### src/rtl/display_scan_controller_pkg.sv
// Shared definitions for the display scan controller.
//   scan_state_t     : scan FSM encoding (IDLE / BLANK / SHOW)
//   DIGITS           : number of multiplexed digits
//   ANODE_OFF        : all anodes released (common-anode, active-low)
//   digit_suppressed : leading-zero test for one digit of the latched value
//   max_int          : integer max, used to size the scan timer
package display_scan_controller_pkg;

    typedef enum logic [1:0] {
        ST_IDLE  = 2'd0,
        ST_BLANK = 2'd1,
        ST_SHOW  = 2'd2
    } scan_state_t;

    localparam int         DIGITS    = 4;
    localparam logic [3:0] ANODE_OFF = 4'b1111;

    // A digit is dark when it and every nibble above it are zero. Digit 0
    // always lights so a zero value still shows "0".
    function automatic logic digit_suppressed(input logic [15:0] v,
                                              input logic [1:0]  d,
                                              input logic        lz);
        logic all_zero;
        case (d)
            2'd0:    all_zero = 1'b0;
            2'd1:    all_zero = (v[15:4] == 12'h000);
            2'd2:    all_zero = (v[15:8] == 8'h00);
            default: all_zero = (v[15:12] == 4'h0);
        endcase
        return lz && all_zero;
    endfunction

    function automatic int max_int(input int a, input int b);
        return (a > b) ? a : b;
    endfunction

endpackage

### src/rtl/display_scan_controller_scan_timer.sv
// Down-counter shared by the BLANK and SHOW phases.
//   clk, reset : clock, async active-high reset
//   load       : reload the count with load_val (asserted on every state change)
//   load_val   : phase length minus one (0 when returning to idle)
//   tc         : terminal count, high while the count sits at zero
module display_scan_controller_scan_timer #(
    parameter int WIDTH = 16
) (
    input  logic             clk,
    input  logic             reset,
    input  logic             load,
    input  logic [WIDTH-1:0] load_val,
    output logic             tc
);

    logic [WIDTH-1:0] count;

    always_ff @(posedge clk or posedge reset) begin
        if (reset)
            count <= '0;
        else if (load)
            count <= load_val;
        else if (count != '0)
            count <= count - 1'b1;
    end

    assign tc = (count == '0);

endmodule

### src/rtl/display_scan_controller.sv
// Time-multiplexed scan controller for a 4-digit common-anode 7-segment
// display. Walks dig_sel 0..3 with a blank gap before each digit, drives the
// active-low anodes, and double-buffers the displayed value so it only
// changes on frame boundaries.
//   clk, reset    : clock, async active-high reset
//   enable        : scan enable; low parks the scanner idle with anodes off
//   value         : new display value, captured on value_load
//   value_load    : single-cycle load strobe
//   lz_en         : leading-zero suppression enable
//   value_latched : value currently being displayed (to nibble selector)
//   dig_sel       : current digit index (0 = bits 3:0)
//   anode_n       : active-low anode enables, bit i = digit i
//   frame_done    : one-clock pulse in the first BLANK cycle after digit 3
module display_scan_controller
    import display_scan_controller_pkg::*;
#(
    parameter int ON_CYCLES    = 50000,
    parameter int BLANK_CYCLES = 500
) (
    input  logic        clk,
    input  logic        reset,
    input  logic        enable,
    input  logic [15:0] value,
    input  logic        value_load,
    input  logic        lz_en,
    output logic [15:0] value_latched,
    output logic [1:0]  dig_sel,
    output logic [3:0]  anode_n,
    output logic        frame_done
);

    localparam int CNT_W = max_int(1, $clog2(max_int(ON_CYCLES, BLANK_CYCLES)));
    localparam logic [CNT_W-1:0] ON_LOAD    = CNT_W'(ON_CYCLES - 1);
    localparam logic [CNT_W-1:0] BLANK_LOAD = CNT_W'(BLANK_CYCLES - 1);

    scan_state_t state_q, state_d;
    logic [1:0]  dig_q, dig_d;
    logic [3:0]  anode_q, anode_d;
    logic        fd_q, fd_d;
    logic [15:0] latched_q, pend_q;
    logic        pend_flag_q;
    logic        boundary;
    logic        tmr_load, tmr_tc;
    logic [CNT_W-1:0] tmr_val;

    display_scan_controller_scan_timer #(.WIDTH(CNT_W)) u_timer (
        .clk      (clk),
        .reset    (reset),
        .load     (tmr_load),
        .load_val (tmr_val),
        .tc       (tmr_tc)
    );

    always_comb begin
        state_d  = state_q;
        dig_d    = dig_q;
        fd_d     = 1'b0;
        boundary = 1'b0;
        if (!enable) begin
            state_d = ST_IDLE;
            dig_d   = 2'd0;
        end else begin
            case (state_q)
                ST_IDLE: begin
                    state_d = ST_BLANK;
                    dig_d   = 2'd0;
                end
                ST_BLANK: begin
                    if (tmr_tc)
                        state_d = ST_SHOW;
                end
                ST_SHOW: begin
                    if (tmr_tc) begin
                        state_d = ST_BLANK;
                        if (dig_q == 2'(DIGITS - 1)) begin
                            dig_d    = 2'd0;
                            fd_d     = 1'b1;
                            boundary = 1'b1;
                        end else begin
                            dig_d = dig_q + 2'd1;
                        end
                    end
                end
                default: begin
                    state_d = ST_IDLE;
                    dig_d   = 2'd0;
                end
            endcase
        end

        // Anodes are computed from the next state so they switch in the
        // same cycle the state register does.
        anode_d = ANODE_OFF;
        if (state_d == ST_SHOW && !digit_suppressed(latched_q, dig_d, lz_en))
            anode_d[dig_d] = 1'b0;

        // Any state change restarts the timer; idle parks it at zero.
        tmr_load = (state_d != state_q);
        case (state_d)
            ST_SHOW:  tmr_val = ON_LOAD;
            ST_BLANK: tmr_val = BLANK_LOAD;
            default:  tmr_val = '0;
        endcase
    end

    always_ff @(posedge clk or posedge reset) begin
        if (reset) begin
            state_q <= ST_IDLE;
            dig_q   <= 2'd0;
            anode_q <= ANODE_OFF;
            fd_q    <= 1'b0;
        end else begin
            state_q <= state_d;
            dig_q   <= dig_d;
            anode_q <= anode_d;
            fd_q    <= fd_d;
        end
    end

    // Double buffer: nothing is being scanned in idle, so updates land at
    // once; while scanning they wait for the digit-3 -> digit-0 boundary.
    // A load coinciding with the boundary goes straight to the display.
    always_ff @(posedge clk or posedge reset) begin
        if (reset) begin
            latched_q   <= 16'h0000;
            pend_q      <= 16'h0000;
            pend_flag_q <= 1'b0;
        end else if (state_q == ST_IDLE || boundary) begin
            if (value_load) begin
                latched_q   <= value;
                pend_flag_q <= 1'b0;
            end else if (pend_flag_q) begin
                latched_q   <= pend_q;
                pend_flag_q <= 1'b0;
            end
        end else if (value_load) begin
            pend_q      <= value;
            pend_flag_q <= 1'b1;
        end
    end

    assign value_latched = latched_q;
    assign dig_sel       = dig_q;
    assign anode_n       = anode_q;
    assign frame_done    = fd_q;

endmodule

### config.mk
export PLATFORM = sky130hd
export DESIGN_NAME = display_scan_controller
export DESIGN_NICKNAME = d
export VERILOG_FILES = /design/src/rtl/display_scan_controller_pkg.sv /design/src/rtl/display_scan_controller_scan_timer.sv /design/src/rtl/display_scan_controller.sv
export SDC_FILE = /design/constraint.sdc
export NUM_CORES = 1
export LEC_CHECK = 0
export ABC_AREA = 1
export BUFFER_PORTS_ARGS = -buffer_cell sky130_fd_sc_hd__buf_2
export CAP_MARGIN = 20
export CORE_UTILIZATION = 52
export DETAILED_ROUTE_END_ITERATION = 16
export PLACE_DENSITY_LB_ADDON = 0.05
export SYNTH_ARGS = -nofsm -noshare
export SYNTH_HDL_FRONTEND = slang
export SYNTH_SLANG_ARGS = --single-unit
### constraint.sdc
create_clock -name clk -period 1.95 [get_ports clk]
set_clock_uncertainty 0.05 [all_clocks]
set_input_delay 0.0975 -clock clk [delete_from_list [all_inputs] [get_ports clk]]
set_output_delay 0.0975 -clock clk [all_outputs]
set_load 0.005 [all_outputs]
# Word level (Yosys, flattened, before mapping)
# Index checks and enable logic that the tools add are counted.
# Widths: inputs -> output; s select.
# totals
in_bits,21
register_bits,58
wordCells,62
output_inout_bits,23
# op_classes
n_bitwise,2
n_mux,23
reduce_logical,17
n_eq_ne,8
magnitude_cmp,2
add_sub_neg,2
# op_table
cell,count
$mux 16,4
$pmux 16 s2,1
$logic_not 16->1,1
$reduce_bool 16->1,1
$sub 16x1->16 const B,1
$logic_not 12->1,1
$mux 2,6
$eq 2x2->1 const B,4
$logic_not 8->1,1
$mux 1,7
$eq 2x1->1 const B,3
$pmux 2 s3,1
$reduce_bool 2->1,3
$logic_not 2->1,2
$logic_not 4->1,1
$mux 4,1
$not 4->4,1
$pmux 2 s2,1
$reduce_and 2->1,2
$logic_and 1x1->1,3
$lt 2x3->1 const B,1
$pmux 1 s3,1
$add 2x1->2 const B,1
$demux 1 s2,1
5 further kinds,5

# Logic depth before layout (Yosys ltp)
# depth
word_depth,11
depth_mapped,15
mapped_depth_nobuf,15

# By module
# From an unflattened synthesis, not the netlist that was laid out.
# hier_totals
cells_unflattened,407
hier_area_um2,3248.1
# modules_own_cells
mod,seq_area_each_um2,cells_per_inst,area_per_inst_um2,n_inst
display_scan_controller,1056.0,238,2034.5,1
display_scan_controller_scan_timer,400.4,169,1213.7,1

# Worst setup path before layout
# Ideal clock, no wire load.
# synth_path
path_kind,reg-to-reg
from,register u_timer.count[0]
to,register u_timer.count[0]
path_stages_with_launch,16
arrival_time_ps,1707
path_buffers,0
t_required_ps,1783
period_less_slack_ps,1874
setup_ps,117
path_slack_ps,76
cell_sequence,dfrtp_1 > inv_1 > ha_1 > nand2_1 > nor2_2 > nand2_2 > nand2_1 > nand2_1 > nand3_2 > inv_1 > ha_1 > inv_1 > nand2_2 > nand2_1 > nand2_1 > nand2_1
# synth_between
elab_chain_cells,7
elab_cells_between_ends,14
classes_between,add/sub: 1; eq/ne: 3; mux: 7; reduce/logical: 3
# synth_rtl
element,line_no,source
from (decl),display_scan_controller_scan_timer.sv:16,logic [WIDTH-1:0] count;
from (signal assigned),display_scan_controller_scan_timer.sv:22,count <= load_val;
from (signal assigned),display_scan_controller_scan_timer.sv:24,count <= count - 1'b1;
$logic_not 16->1 (*),display_scan_controller_scan_timer.sv:27,assign tc = (count == '0);
$mux 2 (on tied branches),"display_scan_controller.sv:73, display_scan_controller.sv:69",
$pmux 2 s3 (*),display_scan_controller.sv:63,case (state_q)
$mux 2 (*),display_scan_controller.sv:59,if (!enable) begin
net state_d[1],display_scan_controller.sv:36,"scan_state_t state_q, state_d;"
$eq 2x1->1 or $eq 2x2->1 (tied branches),display_scan_controller.sv:99,case (state_d)
$pmux 16 s2,display_scan_controller.sv:99,
$mux 16,display_scan_controller_scan_timer.sv:21,else if (load)
# Mark *: on every way through the listed nets, which the timed path passes. The rest lies on a longest branch. The select of a mux whose other input is x is not followed.
# A chain may end at the register's enable or synchronous reset.

# Worst setup path in the final report
# layout_path
from,register u_timer.count[4]
to,register u_timer.count[7]
# Same word-level chain as after synthesis.

==> results.toml <==
[status]
status = "completed"

[worst_setup_path]
crit_path_end_kind = "register"
r2r-start = "u_timer.count[4]$_DFFE_PP0P_"
critPathSlowestCell = "dfrtp_1"
r2r_end = "u_timer.count[7]$_DFFE_PP0P_"
worstPathCellList = "nor2_2 > nand2_2 > nor2_4 > nand2_2 > nand2_1 > nand3_2 > buf_6 > inv_1 > ha_2 > nand2_2 > a21oi_1"
crit_type = "register to register"
cpPeakStageDelay_ns = 0.41
critPathMaxFanout = 3
crit_required_ns = 2.17
crit_path_start_kind = "register"
crit_start = "u_timer.count[4]$_DFFE_PP0P_"
critical_path.most_common_cell = "nand2_2"
endpoint = "u_timer.count[7]$_DFFE_PP0P_"
worstRegToRegCells = 11
arrival_ns = 2.16
rrSetupSlack_ns = 0.009

[finish]
diodes = 0
final_net_count = 540
multi_input_area_mm2 = 0.00169
final-seq-area_mm2 = 0.00146
final_util_pct = 77.4
area_growth_pct = 44.1
fill_cells = 416
drive_gt1_share_pct = 36.6
fin_area_mm2 = 0.00456

[routing]
vias = 3022
avgRoutedWirePerCell_um = 13.6
ant_nets = 0
viasPerCell = 5.13
drt_iter0_markers = 189
drtPass1Iterations = 4
drc = 0
routed_wl_um = 8030

[synthesis]
synth_edf_count = 0
yosysTopAreaCellShare_pct = 42.8
synth_seq_area_share_pct = 46.1
syn_area_per_cell_um2 = 7.98
synth.net_count = 427
synthArstFlopShare_pct = 100
yosys-top-cells-count = "122 x nand2_1, 54 x dfrtp_1, 41 x inv_1"
yosysWarnings = 0
synth-main-ff-cell = "dfrtp_1"
syn-cell-area_mm2 = 0.00316
syn_inst = 396
synth.most_common_cell = "nand2_1"
yosys.area.top_type = "dfrtp_1"
ys_seq_elements = 58
synth.distinct_cells = 31
synth.top_cells.by_area = "dfrtp_1 43%, nand2_1 14%, nand3_1 5.7%"

[grt]
grt_pass1_wl_um = 12200
track_usage_pct = 25.0
overflow = 0
grt_antenna_before_repair = 0
grt_max_degree = 59
grt_pass1_vias = 2709

[die]
core_mm2 = 0.00589
rows = 28
chipWidth_um = 80.0
initial_core_util_pct = 53.7
fp.dieH_um = 80.0
num_io_pins = 44
fp.dieArea_mm2 = 0.00639

[sta]
grt_setup_unrepaired = "true"
period_share_pct = 99.5
fin_tns_setup_ns = 0
hold_viol = 0
worst_pin_slew_ns = 0.383
relSlewSlack_pct = 74.3
min_period_ns = 1.94
setup_viol = 0
finalHoldWorstSlack_ns = 0.0595
maxSlewViolCount = 0
max_clock_freq_mhz = 515

[clock_tree]
cts_sinks = 58
cts_buffers = 9
clkLatencyLatePin_ns = 0.35
cts_tree = "done"
cts_root_buf = "clkbuf_8"
clkTransAtPathRegs_ns = 0.07
clockBufferDepth = 2
cts_max_level = 3

[place]
port_buffers = 43
place.gp.congestion = 0.825
dp_hpwl_um = 5060
place_area_mm2 = 0.00377

[pwr]
peakVddDrop_uv = 715
p_leak_nw = 2.36
power.density_mw_per_mm2 = 995

[run]
maxCapViolations = 0

[min_path]
worstHoldPathType = "primary input to register"
## worst min-delay path by stage
stage,start,to,depth (start not counted)
2_1_floorplan,enable,frame_done$_DFF_PP0_,2
3_3_place_gp,reset,state_q[0]$_DFF_PP0_,3
3_5_place_dp,reset,state_q[1]$_DFF_PP0_,3
4_1_cts,enable,frame_done$_DFF_PP0_,3
5_1_grt,enable,frame_done$_DFF_PP0_,3
6_report,enable,frame_done$_DFF_PP0_,3
## report_power, final
group / switching [W] / internal, W
logic: 0.000845 / 0.000802
registers: 0.000166 / 0.00143
clock network: 0.000532 / 0.000756
## cells in the final DEF (no fill, tap or decap), types with 2 or more instances in the layout
master           n
o21ai_0          6
clkbuf_8        10
nor2_2           7
o21ai_1          4
clkinv_4         2
nand2_1        104
bufinv_16        2
nand2_4          8
buf_2           43
dfstp_2          4
o21a_1           6
dlygate4sd3_1   17
nor2_4           5
ha_2             3
buf_6            6
inv_1           36
nand3_1         29
ha_4             2
nand2_2         18
xor2_1           8
nand3_4          4
a21oi_1         10
or2_2            2
nor2_1          17
ha_1             5
buf_12           6
nand4_1         19
nand3_2          6
nor3_1           4
a21oi_2          2
dfrtp_1         53
xnor2_1          5
inv_2            7
buf_4           42
## worst max-delay path: cells and delay by family (launching register included)
kind	cells	cell delay (ns)
flip-flops	1	0.41
adder cells (fa/ha/maj)	1	0.20
buffers and inverters	2	0.24
AND/OR/NAND/NOR	7	0.82
AO/OA/AOI/OAI	1	0.14
## cells by family after synthesis
group,after synthesis,share of synthesized area [%]
compound gates,30,5.70
xor+xnor,13,3.60
fa+ha+maj,10,3.96
buf+inv,58,7.72
flops,58,46.1
simple gates,227,32.9
## repair_timing
item,CTS,global route
resized for setup,6,68
pin swaps,2,20
hold buffers,17,0
setup buffers,2,12
endpoints found under the hold margin,70,0
cloned,0,1
setup endpoints to repair,14,35
## registers in the layout (all words and copies together), names as in the netlist
name and cells:
value_latched 16, pend_flag_q 1, u_timer.count 16, pend_q 16, state_q 2, frame_done 1
dig_sel 2, anode_n 4
## routing by layer
layer	part of all wire, %	track usage (%)
met3	4.2	5.94
met2	51	42.3
met4	1.2	6.96
met5	0	0
met1	44	31.9
## per-stage QoR
stage                     setup slack, ns  instances  power, W
after floorplan                    0.0764        396   0.00238
after global placement             0.0492        541   0.00291
after detailed placement          -0.0457        541   0.00294
after CTS                         0.00426        576   0.00430
after global routing               -0.111        589   0.00480
final                             0.00943        589   0.00453
## area by class of cell
| cell class | instances | area share (%) |
|---|---|---|
| clock inverters | 6 | 1.98 |
| inverters | 45 | 3.76 |
| clock buffers | 10 | 3.02 |
| flip-flops and latches | 58 | 32.0 |
| repair buffers | 115 | 20.0 |
| multi-input cells | 280 | 37.1 |
| well taps | 75 | 2.06 |
(Power assumes the default switching activity.)
